$ cat src/rtl/ssp_rx_dma_ctrl_if.sv
`default_nettype none
// ============================================================================
// Module      : ssp_rx_dma_ctrl_if
// Description : Signal bundle between the SSP Rx FIFO / register block, the
//               DMA controller and the Rx DMA request controller.
// Revision    : 1.0 - initial release
// ============================================================================
interface ssp_rx_dma_ctrl_if;
    logic       RXDMAE;
    logic [3:0] RxFFillLevel;
    logic       RNE;
    logic       RxFRdPtrInc;
    logic       SSPRXDMACLR;
    logic       RTIC;
    logic       RTIM;
    logic       SSPRXDMASREQ;
    logic       SSPRXDMABREQ;
    logic       DmaRdErr;
    logic       RTRIS;
    logic       RTMIS;

    // Controller side
    modport slave (
        input  RXDMAE, RxFFillLevel, RNE, RxFRdPtrInc, SSPRXDMACLR, RTIC, RTIM,
        output SSPRXDMASREQ, SSPRXDMABREQ, DmaRdErr, RTRIS, RTMIS
    );

    // FIFO / register block / DMA side
    modport master (
        output RXDMAE, RxFFillLevel, RNE, RxFRdPtrInc, SSPRXDMACLR, RTIC, RTIM,
        input  SSPRXDMASREQ, SSPRXDMABREQ, DmaRdErr, RTRIS, RTMIS
    );
endinterface
`default_nettype wire

$ cat src/rtl/ssp_rx_dma_ctrl.sv
`default_nettype none
// ============================================================================
// Module      : ssp_rx_dma_ctrl
// Description : SSP receive-side DMA request generator (single/burst) with
//               over-read detection and receive-timeout flag.
// Revision    : 1.0 - initial release
// ============================================================================
module ssp_rx_dma_ctrl #(
    parameter int BURST_LEN   = 4,
    parameter int TIMEOUT_CYC = 32
) (
    input  wire logic         PCLK,
    input  wire logic         PRESETn,
    ssp_rx_dma_ctrl_if.slave  bus
);

    localparam logic [3:0] c_burst_len = 4'(BURST_LEN);
    localparam logic [7:0] c_timeout   = 8'(TIMEOUT_CYC);

    typedef enum logic [1:0] {
        ST_IDLE = 2'd0,
        ST_SREQ = 2'd1,
        ST_BREQ = 2'd2,
        ST_WCLR = 2'd3
    } state_t;

    state_t     r_state;
    logic [3:0] r_burst_cnt;
    logic       r_sreq;
    logic       r_breq;
    logic       r_rd_err;
    logic       r_armed;
    logic [7:0] r_to_cnt;
    logic       r_to_fired;
    logic       r_rtris;

    logic       w_burst_ok;
    logic       w_to_clr;
    logic       w_to_set;

    assign w_burst_ok = (bus.RxFFillLevel >= c_burst_len);
    assign w_to_clr   = !bus.RNE || bus.RxFRdPtrInc || w_burst_ok;
    // One-shot set on the cycle after the counter has saturated, so a clear
    // from RTIC sticks while the counter stays parked at the limit.
    assign w_to_set   = (r_to_cnt == c_timeout) && !r_to_fired;

    // Blocks requests on the first edge after reset release.
    always_ff @(posedge PCLK or negedge PRESETn) begin
        if (!PRESETn) r_armed <= 1'b0;
        else          r_armed <= 1'b1;
    end

    // Request state machine with registered request outputs and burst counter.
    always_ff @(posedge PCLK or negedge PRESETn) begin
        if (!PRESETn) begin
            r_state     <= ST_IDLE;
            r_burst_cnt <= 4'd0;
            r_sreq      <= 1'b0;
            r_breq      <= 1'b0;
            r_rd_err    <= 1'b0;
        end else if (!bus.RXDMAE) begin
            r_state     <= ST_IDLE;
            r_burst_cnt <= 4'd0;
            r_sreq      <= 1'b0;
            r_breq      <= 1'b0;
            r_rd_err    <= 1'b0;
        end else begin
            case (r_state)
                ST_IDLE: begin
                    if (r_armed && w_burst_ok) begin
                        r_state     <= ST_BREQ;
                        r_burst_cnt <= c_burst_len;
                        r_sreq      <= 1'b1;
                        r_breq      <= 1'b1;
                    end else if (r_armed && bus.RNE) begin
                        r_state <= ST_SREQ;
                        r_sreq  <= 1'b1;
                        r_breq  <= 1'b0;
                    end
                end
                ST_SREQ: begin
                    if (bus.SSPRXDMACLR) begin
                        r_state <= ST_WCLR;
                        r_sreq  <= 1'b0;
                        r_breq  <= 1'b0;
                    end else if (w_burst_ok) begin
                        r_state     <= ST_BREQ;
                        r_burst_cnt <= c_burst_len;
                        r_breq      <= 1'b1;
                    end else if (!bus.RNE) begin
                        r_state <= ST_IDLE;
                        r_sreq  <= 1'b0;
                    end
                end
                ST_BREQ: begin
                    if (bus.RxFRdPtrInc) begin
                        if (r_burst_cnt != 4'd0) r_burst_cnt <= r_burst_cnt - 4'd1;
                        else                     r_rd_err    <= 1'b1;
                    end
                    if (bus.SSPRXDMACLR) begin
                        r_state <= ST_WCLR;
                        r_sreq  <= 1'b0;
                        r_breq  <= 1'b0;
                    end
                end
                ST_WCLR: begin
                    if (!bus.SSPRXDMACLR) r_state <= ST_IDLE;
                end
                default: begin
                    r_state <= ST_IDLE;
                    r_sreq  <= 1'b0;
                    r_breq  <= 1'b0;
                end
            endcase
        end
    end

    // Receive-timeout counter and raw status flag; independent of RXDMAE.
    always_ff @(posedge PCLK or negedge PRESETn) begin
        if (!PRESETn) begin
            r_to_cnt   <= 8'd0;
            r_to_fired <= 1'b0;
            r_rtris    <= 1'b0;
        end else begin
            if (w_to_clr) begin
                r_to_cnt <= 8'd0;
            end else if (r_to_cnt != c_timeout) begin
                r_to_cnt <= r_to_cnt + 8'd1;
            end

            if (w_to_clr)      r_to_fired <= 1'b0;
            else if (w_to_set) r_to_fired <= 1'b1;

            if (w_to_set)                            r_rtris <= 1'b1;
            else if (bus.RTIC || bus.RxFRdPtrInc)    r_rtris <= 1'b0;
        end
    end

    assign bus.SSPRXDMASREQ = r_sreq;
    assign bus.SSPRXDMABREQ = r_breq;
    assign bus.DmaRdErr     = r_rd_err;
    assign bus.RTRIS        = r_rtris;
    assign bus.RTMIS        = r_rtris & bus.RTIM;

endmodule
`default_nettype wire

$ cat src/flat_wrapper.sv
// flat-port wrapper written by rule: the top's interface ports become plain ports
module ssp_rx_dma_ctrl_flat 
#(
    parameter int BURST_LEN   = 4,
    parameter int TIMEOUT_CYC = 32
)
  (PCLK, PRESETn, bus_RXDMAE, bus_RxFFillLevel, bus_RNE, bus_RxFRdPtrInc, bus_SSPRXDMACLR, bus_RTIC, bus_RTIM, bus_SSPRXDMASREQ, bus_SSPRXDMABREQ, bus_DmaRdErr, bus_RTRIS, bus_RTMIS);
  ssp_rx_dma_ctrl_if bus_i ();
  input  wire logic PCLK;
  input  wire logic PRESETn;
  input wire logic [$bits(bus_i.RXDMAE)-1:0] bus_RXDMAE;
  input wire logic [$bits(bus_i.RxFFillLevel)-1:0] bus_RxFFillLevel;
  input wire logic [$bits(bus_i.RNE)-1:0] bus_RNE;
  input wire logic [$bits(bus_i.RxFRdPtrInc)-1:0] bus_RxFRdPtrInc;
  input wire logic [$bits(bus_i.SSPRXDMACLR)-1:0] bus_SSPRXDMACLR;
  input wire logic [$bits(bus_i.RTIC)-1:0] bus_RTIC;
  input wire logic [$bits(bus_i.RTIM)-1:0] bus_RTIM;
  output wire logic [$bits(bus_i.SSPRXDMASREQ)-1:0] bus_SSPRXDMASREQ;
  output wire logic [$bits(bus_i.SSPRXDMABREQ)-1:0] bus_SSPRXDMABREQ;
  output wire logic [$bits(bus_i.DmaRdErr)-1:0] bus_DmaRdErr;
  output wire logic [$bits(bus_i.RTRIS)-1:0] bus_RTRIS;
  output wire logic [$bits(bus_i.RTMIS)-1:0] bus_RTMIS;
  assign bus_i.RXDMAE = bus_RXDMAE;
  assign bus_i.RxFFillLevel = bus_RxFFillLevel;
  assign bus_i.RNE = bus_RNE;
  assign bus_i.RxFRdPtrInc = bus_RxFRdPtrInc;
  assign bus_i.SSPRXDMACLR = bus_SSPRXDMACLR;
  assign bus_i.RTIC = bus_RTIC;
  assign bus_i.RTIM = bus_RTIM;
  assign bus_SSPRXDMASREQ = bus_i.SSPRXDMASREQ;
  assign bus_SSPRXDMABREQ = bus_i.SSPRXDMABREQ;
  assign bus_DmaRdErr = bus_i.DmaRdErr;
  assign bus_RTRIS = bus_i.RTRIS;
  assign bus_RTMIS = bus_i.RTMIS;
  ssp_rx_dma_ctrl #(.BURST_LEN(BURST_LEN), .TIMEOUT_CYC(TIMEOUT_CYC)) u_core (.PCLK(PCLK), .PRESETn(PRESETn), .bus(bus_i));
endmodule
$ cat config.mk
export PLATFORM = sky130hd
export DESIGN_NAME = ssp_rx_dma_ctrl_flat
export DESIGN_NICKNAME = d
export VERILOG_FILES = /design/src/rtl/ssp_rx_dma_ctrl_if.sv /design/src/rtl/ssp_rx_dma_ctrl.sv /design/src/flat_wrapper.sv
export SDC_FILE = /design/constraint.sdc
export NUM_CORES = 1
export LEC_CHECK = 0
export BUFFER_PORTS_ARGS = -buffer_cell sky130_fd_sc_hd__buf_2
export CAP_MARGIN = 20
export CORE_ASPECT_RATIO = 1.5
export CORE_MARGIN = 2
export CORE_UTILIZATION = 30
export DETAILED_ROUTE_END_ITERATION = 12
export GPL_TIMING_DRIVEN = 0
export PLACE_DENSITY_LB_ADDON = 0.05
export SLEW_MARGIN = 0
export SYNTH_ARGS = -nofsm -noshare
export SYNTH_HDL_FRONTEND = slang
export SYNTH_SLANG_ARGS = --single-unit
$ cat constraint.sdc
create_clock -name PCLK -period 3.6 [get_ports PCLK]
set_input_delay 0.54 -clock PCLK [delete_from_list [all_inputs] [get_ports PCLK]]
set_output_delay 0.54 -clock PCLK [all_outputs]
set_load 0.02 [all_outputs]
# Word-level counts from Yosys, hierarchy flattened
# Index checks and enable logic that the tools add are counted.
[word_totals] regBits=20 in_bits=12 out_inout_bits=5 elab_cells=92
[op_classes] n_addsub=2 order_cmp=1 n_eq_ne=21 mux=40 n_bitwise=1 reduce_logical=18
[op_table] operator="4-bit 2-to-1 mux" n=6
[op_table] operator="1-bit 2-to-1 mux" n=20
[op_table] operator="2-bit 2-to-1 mux" n=8
[op_table] operator="8-bit 2-to-1 mux" n=2
[op_table] operator="3-bit != test (second input constant)" n=4
[op_table] operator="4-bit case mux with 3 select lines" n=1
[op_table] operator="3-bit by 2-bit != test with 1-bit output (second input constant)" n=3
[op_table] operator="8-bit by 1-bit adder with 8-bit output (second input constant)" n=1
[op_table] operator="8-bit by 6-bit equality test with 1-bit output (second input constant)" n=1
[op_table] operator="4-bit != test (second input constant)" n=2
[op_table] operator="8-bit by 6-bit != test with 1-bit output (second input constant)" n=1
[op_table] operator="2-bit case mux with 4 select lines" n=1
[op_table] operator="4-bit AND reduction" n=2
[op_table] operator="1-bit case mux with 3 select lines" n=2
[op_table] operator="6-bit AND reduction" n=1
[op_table] operator="2-bit nonzero test" n=3
[op_table] operator="5-bit by 4-bit != test with 1-bit output (second input constant)" n=1
[op_table] operator="5-bit AND reduction" n=1
[op_table] operator="2-bit equality test (second input constant)" n=2
[op_table] operator="4-bit by 3-bit greater-or-equal comparator with 1-bit output (second input constant)" n=1
[op_table] operator="2-bit by 1-bit != test with 1-bit output (second input constant)" n=2
[op_table] operator="4-bit by 1-bit != test with 1-bit output (second input constant)" n=1
[op_table] operator="4-bit by 2-bit != test with 1-bit output (second input constant)" n=1
[op_table] operator="4-bit by 3-bit != test with 1-bit output (second input constant)" n=1
[op_table] operator="10 further kinds" n=15

# Depth between registers and ports, before layout
# Gate-level depths: netlist of the first run.
[depth] depth_word=5 ltp_mapped=8

# Worst setup path before layout of the first run
# OpenSTA, ideal clock, no wires.
[synth_path] kind="flip-flop to flip-flop" from="register u_core.r_state[0]" to="register u_core.r_burst_cnt[0]" t_arrival_ns=1.864 required_ns=3.531 setup_slack_ns=1.667 path_stages_with_launch=9 n_path_buf=1 synth_period_minus_slack_ns=1.933 cell_sequence="dfrtp_1 > inv_1 > ha_1 > buf_6 > or2_0 > a21oi_2 > o211ai_4 > or4_1 > nand3_1"
[synth_between] elab_chain_cells=3 word_cells_on_any_way=12
[synth_rtl] element="start: declaration" line="ssp_rx_dma_ctrl.sv:27" text="state_t r_state;"
[synth_rtl] element="start signal: assignment" line="ssp_rx_dma_ctrl.sv:56" text="r_state <= ST_IDLE;"
[synth_rtl] element="start signal: assignment" line="ssp_rx_dma_ctrl.sv:62" text="r_state <= ST_IDLE;"
[synth_rtl] element="start signal: assignment" line="ssp_rx_dma_ctrl.sv:71" text="r_state <= ST_BREQ;"
[synth_rtl] element="2-bit by 1-bit equality test with 1-bit output (tied with other cells)" line="ssp_rx_dma_ctrl.sv:68" text="case (r_state)"
[synth_rtl] element="4-bit by 1-bit != test with 1-bit output (no source line) (tied with other cells)"
[synth_rtl] element="6-bit AND reduction (no source line) or 4-bit 2-to-1 mux (tied branches)"
[synth_rtl] element="end signal: assignment" line="ssp_rx_dma_ctrl.sv:72" text="r_burst_cnt <= c_burst_len;"
[synth_rtl] element="end signal: assignment" line="ssp_rx_dma_ctrl.sv:88" text="r_burst_cnt <= c_burst_len;"
[synth_rtl] element="end signal: assignment" line="ssp_rx_dma_ctrl.sv:97" text="if (r_burst_cnt != 4'd0) r_burst_cnt <= r_burst_cnt - 4'd1;"
[synth_rtl] element="end: declaration" line="ssp_rx_dma_ctrl.sv:28" text="logic [3:0] r_burst_cnt;"
# Parallel ways exist; a longest one is shown, timed or not.
# A chain may end at the register's enable or synchronous reset.

# Final worst setup path of the first run
[layout_path] from="register u_core.r_state[0]" to="register u_core.r_state[0]"
[layout_between] elab_chain_cells=3 word_cells_on_any_way=11
[layout_rtl] element="2-bit by 1-bit equality test with 1-bit output (tied with other cells)" line="ssp_rx_dma_ctrl.sv:68"
[layout_rtl] element="5-bit by 4-bit != test with 1-bit output (no source line) (tied with other cells)"
[layout_rtl] element="4-bit AND reduction (no source line) or 2-bit 2-to-1 mux (tied branches)"
# Parallel ways exist; a longest one is shown, timed or not.

==> results.cfg, run 1 <==
[clock_network]
clk_latency_ns = 0.25
cts_buffer_depth = 2
cts_inserted_buffers = 3
clkTransAtPathRegs_ns = 0.07
cts_setup_buffers = 0
tritoncts = built
cts_hold_buf = 0
cts_resized = 0
htreeDepth = 1
cts.sink_count = 20
cts_root_buf = clkbuf_8

[sta]
finalCritPeriodShare_pct = 59.7
setup_tns_ns = 0
setup_viol = 0
max_freq_ghz = 0.465
period_needed_ns = 2.15
hold_violations = 0
drv_slew = 0
skew_ns = 0.00574
rsz0062_at_grt = no

[worst_hold_path]
hold_class = in2async

[run]
max_cap_violations = 0

[global_route]
track_usage_pct = 12.7
grt_pass1_vias = 1096
grt_overflow = 0
grt_max_degree = 21
grt_pass1_wl_mm = 4.82
antenna_found_initial = 0

[synth]
synth_seq_cells = 20
synth-edff-count = 0
syn-num-nets = 154
async_reset_ff_share_pct = 100
synth_top_family_by_area = simple AND/OR/NAND/NOR gates
yosys_warnings = 0
synth_ff_type = dfrtp_1
synth_top_area_share_pct = 40.1
synthTopCellsByArea = dfrtp_1, ha_1, nand3_1, nor2_1, xor2_1
synth.area.mux_share_pct = 3.31
synth_cells = 133
synth_area_um2 = 1250
synthSimpleGateAreaFrac_pct = 22.6
synth_fa_ha_area_share_pct = 9.03
ys_seq_area_share_pct = 40.1
synth_xor_area_share_pct = 4.21
syn-mean-instance-area_um2 = 9.38
ys_types = 41
synth_area_leader_cell = dfrtp_1
synth_compound_area_share_pct = 16.5

[power]
power.share.clock_pct = 19.8
power_density_nw_per_um2 = 590
internal-power_mw = 0.519
combPwrFrac_pct = 46.7
ir_drop_mv = 0.328
p_leak_nw = 0.641
power_switching_mw = 0.324
seq_power_share_pct = 33.5
power.share.switching_pct = 38.4

[setup_path]
critPathLaunchType = flop
path_max_fanout = 5
cp-end-kind = flop
crit_required_ns = 3.74
critical_path_arrival_ns = 2.28
criticalPathCategory = reg2reg

[layout]
nets = 173
fin_area_um2 = 1430
drive_gt1_share_pct = 17.9
area_growth_pct = 14.5
num_antenna_cells = 0
n_fill_cell = 417

[drt]
first_pass_iters = 4
drtIter0Drc = 30
finalWirelength_mm = 2.78
vias = 1009
avgRoutedWirePerCell_um = 14.2
drc = 0
routed_via_density = 5.15
ant_nets = 0

[placement]
gp_congestion = 0.769
placed_area_um2 = 1370
hpwl_mm = 2.16
port_buffers = 14

[floorplanning]
die-area_um2 = 4700
die_y_um = 83.0
fp.dieW_um = 56.7
io_pins = 17
rows = 28
coreArea_um2 = 3960
start_util_pct = 31.5

[run_status]
status = completed
==> layout by cell type (no fill, tap or decap), types with 4 or more instances in the layout <==
| master | count |
|---|---|
| dfrtp_1 | 20 |
| buf_2 | 14 |
| nor2_1 | 12 |
| nand3_1 | 10 |
| inv_1 | 9 |
| nand2_1 | 9 |
| ha_1 | 9 |
| o21ai_0 | 6 |
| xor2_1 | 5 |
| nor2b_1 | 4 |
| or4_1 | 4 |
| a21oi_1 | 4 |
| clkbuf_8 | 4 |
==> synth_stat cells (all sizes together) (2+ instances only) <==
cell / number
or2: 2
ha: 9
nor3: 4
nand2: 9
nand3: 10
o211ai: 3
nor2b: 4
dfrtp: 20
a21oi: 6
and3: 2
mux2i: 3
o21ai: 8
nor2: 12
a31oi: 3
xor2: 5
o31ai: 2
or4: 4
inv: 9
==> kinds of logic after synthesis <==
kind of cell | count (synthesis)
other | 1
AND/OR/NAND/NOR | 53
buffers and inverters | 11
multiplexers | 4
AO/OA/AOI/OAI | 29
adder cells (fa/ha/maj) | 9
XOR/XNOR | 6
flip-flops | 20
==> per-stage QoR <==
step | hold slack (ns) | power, mW | setup slack [ns] | std cells | util (%)
floorplan | 0.244 | 0.584 | 1.67 | 133 | -
global placement | 0.466 | 0.680 | 1.48 | 192 | 34.7
detailed placement | 0.472 | 0.680 | 1.47 | 192 | 34.7
CTS | 0.236 | 0.852 | 1.45 | 196 | 36.1
global route | 0.263 | 0.910 | 1.31 | 196 | 36.1
finish | 0.222 | 0.842 | 1.45 | 196 | 36.1
==> sequential cells by signal, summed over array words and instances (netlist names) <==
name / cells
u_core.bus.DmaRdErr: 1
u_core.bus.RTRIS: 1
u_core.bus.SSPRXDMABREQ: 1
u_core.bus.SSPRXDMASREQ: 1
u_core.r_armed: 1
u_core.r_burst_cnt: 4
u_core.r_state: 2
u_core.r_to_cnt: 8
u_core.r_to_fired: 1
==> cell type report <==
cell class / instances / area, µm² / area share [%]
plain buffers: 2 / 15.0 / 1.05
repair buffers: 14 / 70.1 / 4.90
flip-flops and latches: 20 / 500 / 35.0
multi-input cells: 102 / 698 / 48.9
inverters: 9 / 33.8 / 2.36
well taps: 45 / 56.3 / 3.94
clock buffers: 4 / 55.1 / 3.85
==> final timing paths <==
| path | from | to | slack, ns | depth (start not counted) |
|---|---|---|---|---|
| max | u_core.r_state[0]$_DFFE_PN0P_ | u_core.r_state[0]$_DFFE_PN0P_ | 1.45 | 7 |
| min reg2reg | u_core.r_to_fired$_DFFE_PN0P_ | u_core.bus.RTRIS$_DFFE_PN0P_ | 0.47 | 1 |
| max in group asynchronous | PRESETn | u_core.r_to_cnt[1]$_DFFE_PN0P_ | 3.07 | 1 |
| min in group PCLK | u_core.r_to_fired$_DFFE_PN0P_ | u_core.bus.RTRIS$_DFFE_PN0P_ | 0.47 | 1 |
| min | PRESETn | u_core.r_to_cnt[0]$_DFFE_PN0P_ | 0.22 | 1 |
| max reg2reg | u_core.r_state[0]$_DFFE_PN0P_ | u_core.r_state[0]$_DFFE_PN0P_ | 1.45 | 7 |
==> power groups by stage <==
stage	clock (mW)	sequential, mW	combinational (mW)
after floorplan	0	0.295	0.289
after global placement	0	0.287	0.393
after detailed placement	0	0.287	0.394
after CTS	0.173	0.282	0.397
after global routing	0.182	0.288	0.440
final	0.167	0.282	0.394
==> per-layer routing <==
layer / part of all wire [%] / vias to the layer above / GRT usage (%)
li1: - / 505 / -
met1: 43 / 481 / 14.4
met2: 51 / 19 / 22.0
met3: 4.3 / 4 / 2.65
met4: 1.7 / 0 / 6.28
met5: 0 / - / 0
==> critical path, cell delays in order, from the launching register on <==
cell,delay [ns]
dfrtp_1,0.43
inv_1,0.13
ha_1,0.27
inv_1,0.15
o21ai_0,0.20
a31oi_1,0.05
a21boi_0,0.42
mux2_2,0.39
(Power assumes the default switching activity.)
==> inputs of run 2 (changes only) <==
--- a/config.mk
+++ b/config.mk
@@ -5,6 +5,7 @@
 export SDC_FILE = /design/constraint.sdc
 export NUM_CORES = 1
 export LEC_CHECK = 0
+export ABC_AREA = 1
 export BUFFER_PORTS_ARGS = -buffer_cell sky130_fd_sc_hd__buf_2
 export CAP_MARGIN = 20
 export CORE_ASPECT_RATIO = 1.5
==> constraint.sdc (replaced) <==
create_clock -name PCLK -period 2.15 [get_ports PCLK]
set_input_delay 0.3225 -clock PCLK [delete_from_list [all_inputs] [get_ports PCLK]]
set_output_delay 0.3225 -clock PCLK [all_outputs]
set_load 0.02 [all_outputs]
==> results.cfg, run 2 <==
[layout]
drive_gt1_share_pct = 17.1
nets = 232
final_common_cell = nand2_1
layout_common_cells = nand2_1, inv_1, nor2_1
largest_register_ffs = 8
top_regs = u_core.r_to_cnt (8), u_core.r_burst_cnt (4), u_core.r_state (2)
n_fill_cell = 482
seq_area_um2 = 500
multi_input_area_um2 = 749
num_antenna_cells = 0
regMostFlops = u_core.r_to_cnt
postLayoutCoreUtil_pct = 35.3
area_growth_pct = 14.2
fin_cells = 258

[sta]
drv_slew = 0
rsz0062_at_grt = no
max_freq_ghz = 0.641
period_needed_ns = 1.56
setup_viol = 0
hold_ws_ns = 0.00242
hold_violations = 0
finalCritPeriodShare_pct = 72.5
skew_ns = 0.00387
setup_tns_ns = 0

[drt]
vias = 1214
finalWirelength_mm = 2.92
drc = 0
drtIter0Drc = 70
first_pass_iters = 4
ant_nets = 0
routed_via_density = 4.71
avgRoutedWirePerCell_um = 11.3

[global_route]
track_usage_pct = 13.1
antenna_found_initial = 0
grt_pass1_vias = 1157
grt_max_degree = 21
grt_overflow = 0
grt_pass1_wl_mm = 5.11

[run]
max_cap_violations = 0

[synth]
synth_top_area_share_pct = 36.3
synth_seq_cells = 20
yosys_warnings = 0
ys_top_cells_by_count = nand2_1, inv_1, nor2_1, dfrtp_1, nand3_1
ys_seq_area_share_pct = 36.3
yosysMostFrequentCell = nand2_1
synth_area_um2 = 1380
synth_area_leader_cell = dfrtp_1
ys_types = 24
syn-mean-instance-area_um2 = 7.15
synth_ff_type = dfrtp_1
syn-num-nets = 214
synthTopCellsByArea = dfrtp_1, nand2_1, ha_1, inv_1, nand3_1
synth_cells = 193
synth-edff-count = 0
async_reset_ff_share_pct = 100

[setup_path]
critPathLaunchType = flop
criticalPathCategory = reg2reg
rr_startpoint = u_core.r_state[0]$_DFFE_PN0P_
crit_required_ns = 2.35
critical_path_arrival_ns = 1.76
ff2ff_path_depth = 9
reg2reg_slack_ns = 0.59
path_max_fanout = 5
cp-end-kind = flop
rr_endpoint = u_core.r_state[1]$_DFFE_PN0P_

[power]
power_density_nw_per_um2 = 947
combPwrFrac_pct = 41.9
seq_power_share_pct = 32.9
power.share.switching_pct = 38.7
power_switching_mw = 0.577
power.share.clock_pct = 25.2
p_leak_nw = 0.866
ir_drop_mv = 0.326
internal-power_mw = 0.916

[placement]
port_buffers = 13
hpwl_mm = 2.38
dp_cells = 254
gp_congestion = 0.840

[clock_network]
cts_buffer_depth = 2
clk_latency_ns = 0.26
tritoncts = built
htreeDepth = 1
cts_hold_buf = 0
cts_inserted_buffers = 3
clkTransAtPathRegs_ns = 0.08
cts.sink_count = 20
cts_setup_buffers = 0
cts_resized = 0
cts_root_buf = clkbuf_8

[floorplanning]
io_pins = 17
rows = 30
die-area_um2 = 5170
start_util_pct = 30.9
fp.dieW_um = 59.4
die_y_um = 87.1
coreArea_um2 = 4470

[run_status]
status = completed

[worst_hold_path]
hold_class = in2async
[run 2: changes by cell type in the layout (fill, tap and decap cells not counted), moves of 4 or more]
cell / change
a21oi_1: +6
inv_1: +20
nand2_1: +38
nand2_2: +5
nand3_1: +10
nor2_1: +13
nor2_4: +4
nor2b_1: -4
or4_1: -4
xor2_1: -5
[run 2: critical path: stages (launching register included)]
cell	delay (ns)
dfrtp_1	0.42
inv_1	0.10
ha_1	0.26
nand2_1	0.14
inv_1	0.07
nand3_1	0.17
inv_1	0.06
nor2_1	0.14
nand2_1	0.08
nand2_1	0.06
[run 2: cells by family (layout without fill, tap and decap cells)]
logic type               Yosys count  after routing  synth area share, %
AND/OR/NAND/NOR                  109            109                 37.4
AO/OA/AOI/OAI                     22             22                 8.52
adder cells (fa/ha/maj)            9              9                 8.16
other                              1              1                0.272
buffers and inverters             32             49                 9.43
flip-flops                        20             20                 36.3
[run 2: power by group through the flow]
stage	Clock (mW)	Sequential (mW)	Combinational (mW)
6_report	0.376	0.492	0.626
2_1_floorplan	0	0.513	0.462
3_5_place_dp	0	0.500	0.637
4_1_cts	0.392	0.493	0.639
5_1_grt	0.409	0.505	0.718
3_3_place_gp	0	0.500	0.632
[run 2: per-stage QoR]
| step | power (mW) | worst slack (ns) | cell area, µm² |
|---|---|---|---|
| finish | 1.49 | 0.591 | 1580 |
| global route | 1.63 | 0.396 | 1580 |
| CTS | 1.52 | 0.572 | 1580 |
| detailed placement | 1.14 | 0.584 | 1510 |
| global placement | 1.13 | 0.578 | 1510 |
| floorplan | 0.975 | 0.805 | 1380 |
[run 2: how the worst max path moves through the flow]
stage	from	endpoint	slack, ns	depth (start not counted)
after floorplan	u_core.r_state[0]$_DFFE_PN0P_	u_core.r_state[1]$_DFFE_PN0P_	0.80	7
after global placement	u_core.r_state[0]$_DFFE_PN0P_	u_core.r_state[1]$_DFFE_PN0P_	0.58	9
after detailed placement	u_core.r_state[1]$_DFFE_PN0P_	u_core.r_state[1]$_DFFE_PN0P_	0.58	9
after CTS	u_core.r_state[0]$_DFFE_PN0P_	u_core.r_state[1]$_DFFE_PN0P_	0.57	9
after global routing	u_core.r_state[0]$_DFFE_PN0P_	u_core.r_state[1]$_DFFE_PN0P_	0.40	9
final	u_core.r_state[0]$_DFFE_PN0P_	u_core.r_state[1]$_DFFE_PN0P_	0.59	9
[run 2: metal layers]
layer  vias up  GRT usage [%]  share of wire [%]
li1        639              -                  -
met1       566           14.2                 41
met2         7           24.4                 57
met3         2           1.78                1.3
met4         0           5.58               0.96
met5         -              0                  0
[run 2: area by class of cell]
cell class              instances  share of cell area (%)
repair buffers                 13                    4.13
clock buffers                   3                    2.62
flip-flops and latches         20                    31.7
multi-input cells             141                    47.5
well taps                      48                    3.81
inverters                      31                    7.54
clock inverters                 1                    1.90
plain buffers                   1                   0.714
